## config.mk

```make
export PLATFORM = sky130hd
export DESIGN_NAME = alu_exec_unit
export DESIGN_NICKNAME = d
export VERILOG_FILES = /design/src/rtl/alu_exec_unit.sv
export SDC_FILE = /design/constraint.sdc
export NUM_CORES = 1
export LEC_CHECK = 0
export ABC_AREA = 1
export CAP_MARGIN = 20
export CORE_MARGIN = 10
export CORE_UTILIZATION = 48
export CTS_CLUSTER_DIAMETER = 150
export DETAILED_ROUTE_END_ITERATION = 10
export PLACE_DENSITY = 0.7
export RECOVER_POWER = 25
export SLEW_MARGIN = 20
export SYNTH_ARGS = -nofsm -noshare
export SYNTH_HDL_FRONTEND = slang
export SYNTH_SLANG_ARGS = --single-unit
```

## constraint.sdc

```tcl
create_clock -name clk -period 3.7 [get_ports clk]
set_input_delay 0.555 -clock clk [delete_from_list [all_inputs] [get_ports clk]]
set_output_delay 0.555 -clock clk [all_outputs]
set_load 0.02 [all_outputs]
```

## src/rtl/alu_exec_unit.sv

```systemverilog
// ALU execution unit: single-cycle logic/arithmetic ops plus an
// iterative shift-add multiply, with valid/ready on both sides.
module alu_exec_unit #(
    parameter int WIDTH = 32
) (
    input  logic             clk,
    input  logic             reset_n,
    input  logic             in_valid,
    output logic             in_ready,
    input  logic [3:0]       alu_ctrl,
    input  logic [WIDTH-1:0] op_a,
    input  logic [WIDTH-1:0] op_b,
    output logic             out_valid,
    input  logic             out_ready,
    output logic [WIDTH-1:0] result,
    output logic             zero,
    output logic             overflow,
    output logic             illegal
);

    localparam int CW = $clog2(WIDTH);
    localparam logic [CW-1:0] LAST = CW'(WIDTH - 1);

    typedef enum logic [1:0] {
        S_IDLE,
        S_MUL,
        S_DONE
    } state_t;

    state_t           r_state;
    state_t           w_next;
    logic             w_accept;
    logic             w_is_mul;
    logic [WIDTH-1:0] w_sum;
    logic [WIDTH-1:0] w_diff;
    logic [WIDTH-1:0] w_res;
    logic             w_ovf;
    logic             w_ill;
    logic [WIDTH-1:0] w_acc_next;

    logic [WIDTH-1:0] r_mcand;
    logic [WIDTH-1:0] r_mplier;
    logic [WIDTH-1:0] r_acc;
    logic [CW-1:0]    r_cnt;
    logic [WIDTH-1:0] r_result;
    logic             r_zero;
    logic             r_ovf;
    logic             r_ill;

    assign w_accept   = in_valid & in_ready;
    assign w_is_mul   = (alu_ctrl == 4'b1000);
    assign w_sum      = op_a + op_b;
    assign w_diff     = op_a - op_b;
    assign w_acc_next = r_mplier[0] ? (r_acc + r_mcand) : r_acc;

    // Single-cycle result and flags from the live request operands
    always_comb begin
        w_res = '0;
        w_ovf = 1'b0;
        w_ill = 1'b0;
        unique case (alu_ctrl)
            4'b0000: w_res = op_a & op_b;
            4'b0001: w_res = op_a | op_b;
            4'b0010: begin
                w_res = w_sum;
                w_ovf = (op_a[WIDTH-1] == op_b[WIDTH-1]) &&
                        (w_sum[WIDTH-1] != op_a[WIDTH-1]);
            end
            4'b0110: begin
                w_res = w_diff;
                w_ovf = (op_a[WIDTH-1] != op_b[WIDTH-1]) &&
                        (w_diff[WIDTH-1] != op_a[WIDTH-1]);
            end
            4'b0111: w_res = {{(WIDTH-1){1'b0}},
                              ($signed(op_a) < $signed(op_b))};
            4'b1100: w_res = ~(op_a | op_b);
            4'b1000: w_res = '0;
            default: w_ill = 1'b1;
        endcase
    end

    // State register
    always_ff @(posedge clk) begin
        if (!reset_n) r_state <= S_IDLE;
        else          r_state <= w_next;
    end

    // Next-state: multiply takes the iterative path, all else goes to DONE
    always_comb begin
        w_next = r_state;
        unique case (r_state)
            S_IDLE: begin
                if (w_accept) w_next = w_is_mul ? S_MUL : S_DONE;
            end
            S_MUL: begin
                if (r_cnt == LAST) w_next = S_DONE;
            end
            S_DONE: begin
                if (out_ready) w_next = S_IDLE;
            end
            default: w_next = S_IDLE;
        endcase
    end

    // Handshake outputs depend on state only
    always_comb begin
        in_ready  = (r_state == S_IDLE);
        out_valid = (r_state == S_DONE);
    end

    // Datapath: capture on accept, iterate multiply, hold result in DONE
    always_ff @(posedge clk) begin
        if (!reset_n) begin
            r_mcand  <= '0;
            r_mplier <= '0;
            r_acc    <= '0;
            r_cnt    <= '0;
            r_result <= '0;
            r_zero   <= 1'b0;
            r_ovf    <= 1'b0;
            r_ill    <= 1'b0;
        end else begin
            unique case (r_state)
                S_IDLE: begin
                    if (w_accept && w_is_mul) begin
                        r_mcand  <= op_a;
                        r_mplier <= op_b;
                        r_acc    <= '0;
                        r_cnt    <= '0;
                    end else if (w_accept) begin
                        r_result <= w_res;
                        r_zero   <= (w_res == '0);
                        r_ovf    <= w_ovf;
                        r_ill    <= w_ill;
                    end
                end
                S_MUL: begin
                    r_mcand  <= r_mcand << 1;
                    r_mplier <= r_mplier >> 1;
                    r_acc    <= w_acc_next;
                    r_cnt    <= r_cnt + CW'(1);
                    if (r_cnt == LAST) begin
                        r_result <= w_acc_next;
                        r_zero   <= (w_acc_next == '0);
                        r_ovf    <= 1'b0;
                        r_ill    <= 1'b0;
                    end
                end
                default: ;
            endcase
        end
    end

    assign result   = r_result;
    assign zero     = r_zero;
    assign overflow = r_ovf;
    assign illegal  = r_ill;

endmodule

```

# Yosys cells after proc, flatten, opt, wreduce, memory -nomap -nowiden
# Index checks and enable logic that the tools add are counted.
[classes]
addsub = 4
order_cmp = 1
n_eq_ne = 18
muxes = 32
bitwise = 4
n_reduce_logical = 12
[ops]
columns = ["operator", "n"]
rows = [
  ["32-bit case mux with 2 select lines", 4],
  ["32-bit two-way mux", 7],
  ["32-bit case mux with 6 select lines", 1],
  ["32-bit adder", 2],
  ["32-bit logical NOT", 2],
  ["32-bit AND", 1],
  ["32-bit < comparator", 1],
  ["32-bit NOT", 1],
  ["32-bit bitwise OR", 1],
  ["32-bit subtractor", 1],
  ["5-bit case mux with 2 select lines", 1],
  ["1-bit two-way mux", 9],
  ["4-bit by 3-bit == test with 1-bit output, second input constant", 2],
  ["4-bit == test, second input constant", 2],
  ["2-bit two-way mux", 4],
  ["1-bit case mux with 2 select lines", 4],
  ["7-bit OR reduction", 1],
  ["2-bit by 1-bit inequality test with 1-bit output, second input constant", 3],
  ["2-bit case mux with 3 select lines", 1],
  ["5-bit by 1-bit adder with 5-bit output, second input constant", 1],
  ["5-bit == test, second input constant", 1],
  ["5-bit two-way mux", 1],
  ["4-bit by 1-bit == test with 1-bit output, second input constant", 1],
  ["4-bit by 2-bit == test with 1-bit output, second input constant", 1],
  ["13 further kinds", 18],
]
[word_totals]
register_bits = 138
in_bits = 72
output_inout_bits = 37
wordCells = 80

# Depth between registers and ports, before layout
# Gate-level depths: netlist of run 1.
[depth]
ltp_word = 7
ltp_mapped = 24
ltp_nobuf = 23

# Least setup slack after synthesis of run 1
# OpenSTA, ideal clock, no wires.
[synth_timing]
kind = "input -> register"
start = "input op_a[0]"
end = "register r_zero, in the netlist zero"
setup_time_ns = 0.056
t_arrival_ns = 2.432
slack_ns = 1.212
stages = 22
path_buffers = 0
path_cell_list = "ha_1 -> inv_1 -> fa_1 -> inv_1 -> nand3_1 -> nand3_1 -> nand2_1 -> nand2_1 -> nand2_1 -> nand2_1 -> nand2_1 -> nand3_1 -> nand2_1 -> nor2_1 -> nand2_1 -> nor2_1 -> nand3_1 -> nor2_1 -> nand3_1 -> nand3_1 -> nand2_1 -> inv_1"
[synth_via]
elab_chain_cells = 7
elab_cells_between_ends = 11
[synth_rtl]
columns = ["element", "line", "rtl"]
rows = [
  ["start, declared", "11", "input logic [WIDTH-1:0] op_a,"],
  ["branches (longest 2 deep; another with 32-bit subtractor)", "-", ""],
  ["32-bit case mux with 6 select lines (*)", "61", "unique case (alu_ctrl)"],
  ["32-bit logical NOT (*)", "132", "r_zero <= (w_res == '0);"],
  ["1-bit two-way mux (*)", "130", "end else if (w_accept) begin"],
  ["1-bit two-way mux (*)", "125", "if (w_accept && w_is_mul) begin"],
  ["1-bit case mux with 2 select lines (*)", "123", "unique case (r_state)"],
  ["end signal, assigned", "132", ""],
  ["end signal, assigned", "144", "r_zero <= (w_acc_next == '0);"],
  ["end, declared", "46", "logic r_zero;"],
]
# Every way passes the cells marked *. The select of a mux whose other input is x is not followed.
# A chain may end at the register's enable or synchronous reset.

# Worst setup path after layout of run 1
# Same ends and word-level chain as after synthesis.

==> impl_metrics.csv, run 1 <==
group,metric,value,unit
layout,final_layout_size_suffix_gt1_frac,0.0944,
sta,worst_slew_pin_slew,1.08,ns
worst_setup_path,cp.buffers_inverters,4,
clock_tree,ctsHoldBuffers,0,
floorplan,die_height,199,µm
sta,rsz0062_at_grt,"false",
yosys,synth_nets,2945,
worst_setup_path,r2r_setup_slack,0.76,ns
yosys,yosys.area.top_type,"nand2_1",
floorplan,num_rows,65,
floorplan,die-width,199,µm
yosys,synth_warnings,0,
power,ir_worst_vdd,0.350,mV
worst_setup_path,crit_top_cell,"nand3_1",
clock_tree,htree_levels,4,
routing,vias,18400,
worst_setup_path,reg2reg_depth,19,
clock_tree,ctsResizeCount,0,
sta,worst_slack,0.278,ns
worst_setup_path,worst-path-stages,21,
power,p_int,3.24,mW
worst_setup_path,critPathLaunchType,"input port",
global_route,grt_use_total,0.315,
routing,wl_per_cell,18.9,µm
sta,slew_violations,0,
power,comb_power_share,0.330,
yosys,synth_area,0.0153,mm²
placed_design,place_congestion,1.04,
sta,setup_viol,0,
yosys,synthDistinctLibCells,49,
layout,syn_to_final_growth,20.2,%
global_route,overflow,0,
clock_tree,post_cts_buffers,0,
layout,fillers,3209,
clock_tree,cts_made_buffers,17,
worst_setup_path,worstPathRequired,4.11,ns
power,seq_power_share,0.305,
clock_tree,cts.sink_count,138,
floorplan,die-area,0.0395,mm²
global_route,grt_max_degree,96,
yosys,synth_edf_count,0,
routing,route.antenna.remaining_nets,0,
worst_setup_path,slowest_delay,0.55,ns
yosys,ys_seq_elements,138,
sta,hold_viol,0,
placed_design,place_ws,-0.0551,ns
power,clkPwrFrac,0.365,
layout,num-nets-final,3149,
floorplan,coreArea,0.0316,mm²
yosys,ys_dominant_reg_cell,"dfxtp_1",
routing,drc_errors,0,
power,leakage,9.89,nW
power,p_switching,1.94,mW
placed_design,numPortBuffers,108,
status,outcome,"completed",
worst_setup_path,critPathMaxFanout,4,
power,switching_share,0.375,
worst_setup_path,path_cells,"clkdlybuf4s50_1 -> ha_1 -> inv_1 -> fa_1 -> inv_1 -> nand3_1 -> nand3_1 -> nand2_1 -> nand2_1 -> nand2_1 -> nand3_1 -> nand2_1 -> nor2_1 -> nand3_1 -> nor2_1 -> nand3_1 -> nor2_1 -> nand3_1 -> nand3_1 -> nand2_1 -> inv_1",
worst_setup_path,crit_family,"simple AND/OR/NAND/NOR gates",
worst_setup_path,r2r-start,"r_mcand[0]",
floorplan,ios,109,
placed_design,dp_hpwl,51100,µm
worst_setup_path,reg2reg_to,"zero",
worst_setup_path,endpoint,"zero",
clock_tree,cts-root-buf,"clkbuf_16",
yosys,synthCells,2729,
worst_setup_path,crit_arrival,3.83,ns
worst_setup_path,slowest_stage,"clkdlybuf4s50_1",
worst_setup_path,crit_type,"in -> reg",
routing,drt_iter0_drc,1845,
worst_setup_path,cp-startpoint,"op_a[0]",
routing,drt_pass1_iterations,6,
sta,period_share,0.925,
clock_tree,cts_tree,"yes",
yosys,async_flop_share,0,
power,powerDensity,281,mW/mm²
clock_tree,cts_buffer_depth,2,
sta,fin_crit,3.42,ns
clock_tree,insertion_delay,0.47,ns
sta,clock_skew,0.0146,ns
global_route,antenna_found_initial,0,
routing,via_per_inst,5.50,
global_route,grt_pass1_wl,95800,µm
clock_tree,cts.clk_slew.worst_paths,0.07,ns
yosys,synth_top_area_frac,0.234,
floorplan,initial_core_util,0.486,
yosys,synthTopCellsByArea,"nand2_1 23%, dfxtp_1 18%, ha_1 12%",
job,maxCapViolCount,0,
routing,wl,63400,µm
sta,fin_hold_ws,0.463,ns
sta,clock.fmax,292,MHz
yosys,yosysSeqAreaShare,0.180,
sta,slew_headroom,0.277,
global_route,grt_pass1_vias,16900,
yosys,syn_avg_cell_area,5.62,µm²
layout,diodes,0,
worst_setup_path,end_kind,"register",
min_path,min_path_type,"reg -> reg",
power,p_total,5.18,mW
power groups by stage:
| stage | Combinational [mW] | Sequential (mW) | Clock, mW |
|---|---|---|---|
| finish | 1.71 | 1.58 | 1.89 |
| global route | 1.86 | 1.58 | 1.95 |
| CTS | 1.69 | 1.58 | 1.89 |
| detailed placement | 1.68 | 1.61 | 0 |
| global placement | 1.67 | 1.61 | 0 |
| floorplan | 0.923 | 1.62 | 0 |
flip-flops by register name (all words and copies together), names as in the netlist:
signal	cells
r_acc	32
r_mcand	32
r_mplier	32
result	32
r_cnt	5
r_state	2
illegal	1
overflow	1
zero	1
cell type report:
| class | instances | area (µm²) | share of cell area |
|---|---|---|---|
| multi-input combinational | 2055 | 10500 | 0.567 |
| sequential | 138 | 2760 | 0.150 |
| clock inverter | 15 | 188 | 0.0102 |
| timing repair buffer | 284 | 2460 | 0.133 |
| clock buffer | 17 | 425 | 0.0231 |
| tap | 402 | 503 | 0.0273 |
| inverter | 437 | 1640 | 0.0890 |
metal layers:
metal | vias to the layer above | GRT usage | share of wire
met5 | - | 0 | 0
met4 | 0 | 0.137 | 0.041
met3 | 112 | 0.0397 | 0.079
met2 | 811 | 0.504 | 0.44
met1 | 8465 | 0.416 | 0.44
li1 | 9039 | - | -
layout by cell type (no fill, tap or decap), types with 6 or more instances in the layout:
master / n
ha_1: 141
o21bai_1: 8
clkbuf_16: 17
inv_2: 13
xnor2_1: 6
dlygate4sd3_1: 37
nor2_1: 249
o221ai_1: 7
dfxtp_1: 138
inv_1: 421
or2_2: 7
o211ai_1: 10
a21oi_2: 6
a21oi_1: 122
nand2_2: 12
o21ai_0: 105
nand3b_1: 10
a211oi_1: 6
nand4_1: 32
a31oi_1: 66
nand2_1: 959
a221oi_1: 27
nand3_1: 204
nor3_1: 19
nor2_2: 14
clkdlybuf4s50_1: 70
buf_4: 170
per-stage QoR:
step / setup TNS [ns] / area (µm²) / instances / utilization
6_report: 0 / 18400 / 3348 / 0.584
5_1_grt: 0 / 18400 / 3348 / 0.584
4_1_cts: 0 / 18400 / 3348 / 0.584
3_5_place_dp: -0.0551 / 17800 / 3316 / 0.565
3_3_place_gp: -0.154 / 17800 / 3316 / 0.565
2_1_floorplan: 0 / 15300 / 2729 / -
cells by family (layout without fill, tap and decap cells):
kind of cell / Yosys count / count (layout) / share of synthesized area
muxes: 1 / 1 / 0.000653
DFF: 138 / 138 / 0.180
xor gates and xnor gates: 8 / 8 / 0.00457
AOI/OAI and AO/OA: 367 / 367 / 0.140
adders and majority gates: 144 / 144 / 0.119
and+or+nand+nor: 1535 / 1535 / 0.417
buffers and inverters: 536 / 753 / 0.138
how the worst min path moves through the flow:
stage / start / endpoint / slack [ns] / cells past startpoint
2_1_floorplan: r_mplier[31] / r_mplier[31] / 0.44 / 2
3_3_place_gp: r_mplier[31] / r_mplier[31] / 0.45 / 2
3_5_place_dp: result[7] / result[7] / 0.46 / 2
4_1_cts: result[7] / result[7] / 0.47 / 2
5_1_grt: result[7] / result[7] / 0.48 / 2
6_report: result[7] / result[7] / 0.46 / 2
synth_stat cells, types with 6 or more instances:
cell      instances
inv_1           420
o221ai_1          7
buf_4            12
nand3b_1         10
nor2_1          249
nand2_2          13
a221oi_1         27
buf_2            33
o21bai_1          8
inv_2            15
or2_2             7
o211ai_1         10
a31oi_1          66
ha_1            141
nor2_2           15
o21ai_0         105
xnor2_1           6
nand2_1         958
nor3_1           19
nand3_1         204
clkbuf_1         48
nand4_1          32
dfxtp_1         138
a21oi_1         122
a211oi_1          6
a21oi_2           6
worst min-delay path, stage by stage, from the launching register on:
cell	delay, ns
dfxtp_1	0.31
nand2_1	0.06
a21oi_1	0.05
Note: power is estimated with default switching activity, not from simulation.
==> run 2, diff against run 1 <==
ABC_AREA = unset   (was 1)
PLACE_DENSITY = 0.71   (was 0.7)
==> impl_metrics.csv, run 2 <==
group,metric,value,unit
floorplan,coreArea,0.0286,mm²
floorplan,initial_core_util,0.485,
routing,route.antenna.remaining_nets,0,
status,outcome,"complete, but fails checks",
global_route,grt_use_total,0.318,
yosys,synth_area,0.0139,mm²
worst_setup_path,crit_top_cell,"a21o_1",
status,failed_checks,"capacitance limit, slew limit, setup timing",
worst_setup_path,path_cells,"buf_4 -> ha_4 -> a21o_1 -> a211oi_2 -> nor3_1 -> a21o_1 -> a2111o_1 -> or4_4 -> nor4b_4 -> nand4b_1 -> and4bb_1 -> o2111ai_2 -> nor4_4 -> a311o_1",
sta,slew_headroom,-0.154,
placed_design,numPortBuffers,108,
yosys,ys_dominant_reg_cell,"dfxtp_1",
clock_tree,htree_levels,4,
worst_setup_path,end_kind,"register",
sta,setup_viol,1,
clock_tree,cts-root-buf,"clkbuf_16",
layout,diodes,0,
yosys,synthCells,1955,
global_route,grt_pass1_wl,91800,µm
routing,via_per_inst,6.05,
layout,final_area,0.0199,mm²
routing,drt_iter0_drc,1876,
power,powerDensity,276,mW/mm²
worst_setup_path,critPathLaunchType,"register",
sta,hold_viol,0,
yosys,synthDistinctLibCells,98,
sta,clock.fmax,261,MHz
worst_setup_path,reg2reg_depth,14,
global_route,grt_max_degree,93,
yosys,yosysSeqAreaShare,0.199,
worst_setup_path,reg2reg_to,"zero",
clock_tree,cts.clk_slew.worst_paths,0.07,ns
routing,drc_errors,0,
sta,clock_skew,0.0129,ns
global_route,antenna_found_initial,0,
routing,vias,16900,
worst_setup_path,worstPathRequired,4.10,ns
sta,rsz0062_at_grt,"true",
placed_design,placed_cell_area,0.0181,mm²
floorplan,num_rows,62,
sta,slew_violations,89,
sta,fin_crit,3.83,ns
placed_design,dp_hpwl,45800,µm
floorplan,die-width,190,µm
routing,drt_pass1_iterations,8,
layout,post-route-util,0.694,
layout,final_cell_mix,"420 x buf_4, 259 x nand2_1, 228 x nor2_1",
layout,layout_commonest_cell,"buf_4",
worst_setup_path,endpoint,"zero",
yosys,synth_commonest_cells,"264 x nand2_1, 237 x nor2_1, 170 x a21oi_1",
clock_tree,insertion_delay,0.46,ns
sta,period_share,1.04,
placed_design,place_congestion,1.04,
job,maxCapViolCount,2,
worst_setup_path,slowest_delay,0.50,ns
worst_setup_path,r2r-start,"r_mcand[1]",
layout,fillers,2421,
worst_setup_path,crit_arrival,4.24,ns
yosys,yosys.area.top_type,"dfxtp_1",
worst_setup_path,slowest_stage,"or4_4",
clock_tree,cts_made_buffers,17,
yosys,synth_most_common_cell,"nand2_1",
yosys,synthTopCellsByArea,"dfxtp_1 20%, ha_1 13%, nand2_1 7.1%",
routing,wl_per_cell,21.3,µm
sta,fin_setup_tns,-0.132,ns
clock_tree,cts_tree,"yes",
floorplan,die_height,190,µm
sta,worst_slew_pin_slew,1.72,ns
floorplan,ios,109,
clock_tree,ctsHoldBuffers,0,
floorplan,die-area,0.0361,mm²
yosys,ys_seq_elements,138,
power,ir_worst_vdd,0.328,mV
yosys,async_flop_share,0,
power,leakage,8.69,nW
worst_setup_path,critPathMaxFanout,3,
sta,worst_slack,-0.132,ns
worst_setup_path,r2r_setup_slack,-0.13,ns
yosys,synth_nets,2171,
min_path,min_path_type,"reg -> reg",
yosys,synth_edf_count,0,
layout,final_layout_size_suffix_gt1_frac,0.282,
worst_setup_path,crit_type,"reg -> reg",
yosys,synth_warnings,0,
yosys,syn_avg_cell_area,7.10,µm²
layout,syn_to_final_growth,43.2,%
routing,wl,59400,µm
worst_setup_path,cp-startpoint,"r_mcand[1]",
clock_tree,cts_buffer_depth,2,
layout,num-nets-final,2610,
yosys,synth_top_area_frac,0.199,
clock_tree,cts.sink_count,138,
global_route,grt_pass1_vias,16400,
global_route,overflow,0,
run 2: cell count changes in the layout (fill, tap and decap cells not counted), moves of 28 or more:
cell | before | now
a311oi_1 | 0 | 63
o21ai_0 | 105 | 70
a31oi_1 | 66 | 15
buf_4 | 170 | 420
nand3_1 | 204 | 30
mux2i_1 | 1 | 39
a22oi_1 | 0 | 32
clkdlybuf4s50_1 | 70 | 42
inv_1 | 421 | 112
nand2_1 | 959 | 259
ha_1 | 141 | 111
run 2: layout make-up:
class,count,area [µm²],area share
Tap cell,384,480,0.0242
Timing Repair Buffer,549,4490,0.226
Multi-Input combinational cell,1556,11000,0.555
Sequential cell,138,2770,0.139
Clock inverter,14,195,0.00982
Inverter,132,497,0.0250
Clock buffer,17,425,0.0214
run 2: worst max-delay path: cells and delay by family, from the launching register on:
kind	cells	cell delay, ns
simple gates	6	1.79
compound gates	6	1.29
flops	1	0.33
fa+ha+maj	1	0.24
buf+inv	1	0.15
run 2: stage by stage:
step | instances | total power [mW] | hold slack [ns] | worst slack (ns)
2_1_floorplan | 1955 | 2.45 | 0.448 | 0.0106
3_3_place_gp | 2733 | 3.37 | 0.441 | -0.856
3_5_place_dp | 2733 | 3.39 | 0.459 | -0.944
4_1_cts | 2786 | 5.43 | 0.467 | 0.00405
5_1_grt | 2790 | 5.69 | 0.484 | -0.234
6_report | 2790 | 5.49 | 0.466 | -0.132
run 2: metal layers:
metal  vias up  wire (µm)  GRT usage
li1       7909          -          -
met5         -          0          0
met1      8039      24800      0.397
met2       784      27800      0.527
met4         0       2690      0.153
met3       135       4090     0.0463
run 2: worst min path at each step:
| stage | cells past startpoint | start | endpoint |
|---|---|---|---|
| 3_5_place_dp | 2 | r_mplier[31] | r_mplier[31] |
| 3_3_place_gp | 2 | result[26] | result[26] |
| 4_1_cts | 2 | r_mplier[31] | r_mplier[31] |
| 6_report | 2 | r_mplier[31] | r_mplier[31] |
| 2_1_floorplan | 2 | r_mplier[31] | r_mplier[31] |
| 5_1_grt | 2 | r_mplier[31] | r_mplier[31] |
run 2: what timing repair did:
action | CTS | global route
buffers inserted | 25 | 4
resized for setup | 198 | 55
pin swaps | 55 | 30
endpoints found under the setup margin | 7 | 5
run 2: logic make-up (layout without fill, tap and decap cells):
logic type	count (synthesis)	count (layout)	share of synthesized area
mux	48	48	0.0354
compound gates	606	606	0.301
xor+xnor	36	36	0.0227
flops	138	138	0.199
simple gates	722	722	0.236
fa+ha+maj	144	144	0.131
buf+inv	261	712	0.0743
run 2: where the power goes:
part           switching, mW  internal (mW)
Clock                  0.784           1.13
Sequential            0.0379           1.53
Combinational           1.06          0.953
Total                   1.88           3.61
==> run 3, diff against run 2 <==
CTS_BUF_LIST = sky130_fd_sc_hd__clkbuf_8   (was unset)
DONT_BUFFER_PORTS = 1   (was unset)
PLACE_DENSITY = 0.66   (was 0.71)
==> impl_metrics.csv, run 3 (same netlist as run 2, synthesis figures left out) <==
group,metric,value,unit
global_route,grt_pass1_wl,83400,µm
layout,layout_commonest_cell,"nand2_1",
floorplan,ios,109,
layout,syn_to_final_growth,16.1,%
global_route,grt_max_degree,74,
job,maxCapViolCount,1,
floorplan,die_height,190,µm
worst_setup_path,critPathLaunchType,"register",
sta,slew_headroom,-0.0887,
sta,fin_crit,3.95,ns
power,powerDensity,266,mW/mm²
sta,clock.fmax,253,MHz
routing,wl,53100,µm
sta,rsz0062_at_grt,"true",
sta,setup_viol,1,
sta,slew_violations,70,
placed_design,dp_hpwl,41500,µm
placed_design,place_congestion,0.979,
clock_tree,htree_levels,4,
status,outcome,"complete, but fails checks",
worst_setup_path,crit_arrival,4.40,ns
routing,drc_errors,0,
worst_setup_path,critPathMaxFanout,2,
sta,period_share,1.07,
floorplan,coreArea,0.0286,mm²
routing,wl_per_cell,21.5,µm
placed_design,dp.cells,2440,
sta,fin_setup_tns,-0.248,ns
layout,instances_no_fill,2472,
global_route,antenna_found_initial,0,
worst_setup_path,worstPathRequired,4.15,ns
floorplan,initial_core_util,0.485,
floorplan,die-width,190,µm
clock_tree,ctsHoldBuffers,0,
layout,multi_input_area,0.0102,mm²
routing,via_per_inst,6.16,
layout,seq_area,0.00276,mm²
clock_tree,cts-root-buf,"clkbuf_8",
layout,fillers,2774,
worst_setup_path,crit_type,"reg -> reg",
layout,num-nets-final,2291,
sta,clock_skew,0.0215,ns
clock_tree,cts_tree,"yes",
sta,worst_slack,-0.248,ns
routing,route.antenna.remaining_nets,0,
layout,final_cell_mix,"263 x nand2_1, 231 x nor2_1, 226 x buf_4",
routing,vias,15200,
power,p_total,4.28,mW
clock_tree,cts_buffer_depth,2,
global_route,overflow,0,
global_route,grt_pass1_vias,14500,
clock_tree,cts.clk_slew.worst_paths,0.10,ns
clock_tree,insertion_delay,0.51,ns
placed_design,numPortBuffers,0,
sta,hold_viol,0,
routing,drt_iter0_drc,1550,
power,ir_worst_vdd,0.211,mV
routing,drt_pass1_iterations,5,
floorplan,num_rows,62,
global_route,grt_use_total,0.289,
layout,final_layout_size_suffix_gt1_frac,0.161,
power,leakage,6.93,nW
clock_tree,cts_made_buffers,17,
layout,diodes,0,
clock_tree,cts.sink_count,138,
floorplan,die-area,0.0361,mm²
worst_setup_path,end_kind,"register",
status,failed_checks,"capacitance limit, slew limit, setup timing",
sta,worst_slew_pin_slew,1.63,ns
min_path,min_path_type,"in -> reg",
[run 3: cell count changes in the layout (fill, tap and decap cells not counted), moves of 18 or more]
cell,change
a21oi_1,+21
inv_1,+19
buf_4,-194
dlygate4sd2_1,-21
ha_1,+29
clkbuf_8,+18
dlygate4sd3_1,-35
inv_2,-19
ha_4,-21
clkdlybuf4s50_1,-42
[run 3: final timing paths]
kind / startpoint / to / slack (ns) / cells after the start
setup / recovery: r_mcand[0] / zero / -0.25 / 15
hold / removal: reset_n / r_state[1] / 0.17 / 2
setup reg to reg: r_mcand[0] / zero / -0.25 / 15
hold reg to reg: r_acc[16] / r_acc[16] / 0.48 / 2
[run 3: per-stage QoR]
stage | utilization | setup slack [ns] | cell area (µm²) | hold slack (ns)
3_3_place_gp | 0.546 | -0.424 | 15600 | 0.457
6_report | 0.563 | -0.248 | 16100 | 0.166
5_1_grt | 0.563 | -0.432 | 16100 | 0.157
4_1_cts | 0.561 | -0.181 | 16000 | 0.145
3_5_place_dp | 0.546 | -0.472 | 15600 | 0.470
2_1_floorplan | - | 0.0106 | 13900 | 0.448
[run 3: report_power, final]
group          switching, mW  internal (mW)
sequential            0.0707           1.53
clock                  0.732          0.564
combinational          0.780          0.609
[run 3: layer usage]
layer,GRT usage,part of all wire
met4,0.125,0.041
met2,0.452,0.45
met1,0.373,0.43
met5,0,0
met3,0.0654,0.082
[run 3: layout make-up]
class / count / share of cell area
clock inverters: 14 / 0.00831
repair buffers: 230 / 0.109
flip-flops and latches: 138 / 0.172
clock buffers: 18 / 0.0154
well taps: 384 / 0.0298
multi-input cells: 1556 / 0.635
inverters: 132 / 0.0308
[run 3: what timing repair did]
| item | CTS | global route |
|---|---|---|
| setup buffers | 0 | 0 |
| setup endpoints to repair | 1 | 2 |
| hold endpoints to repair | 0 | 0 |
| gates resized for setup | 9 | 13 |
| pin swaps | 2 | 9 |
[run 3: critical path, cell delays in order (launching register included)]
cell and delay, ns:
dfxtp_2 0.35, ha_4 0.17, fa_2 0.38, xnor2_2 0.22, nor4b_4 0.27, buf_4 0.17
o22ai_1 0.07, a2111o_1 0.30, or4_4 0.44, nor4b_4 0.29, nand4b_1 0.19, and4bb_1 0.34
o2111ai_2 0.13, nor4_2 0.31, buf_4 0.18, a311o_1 0.11
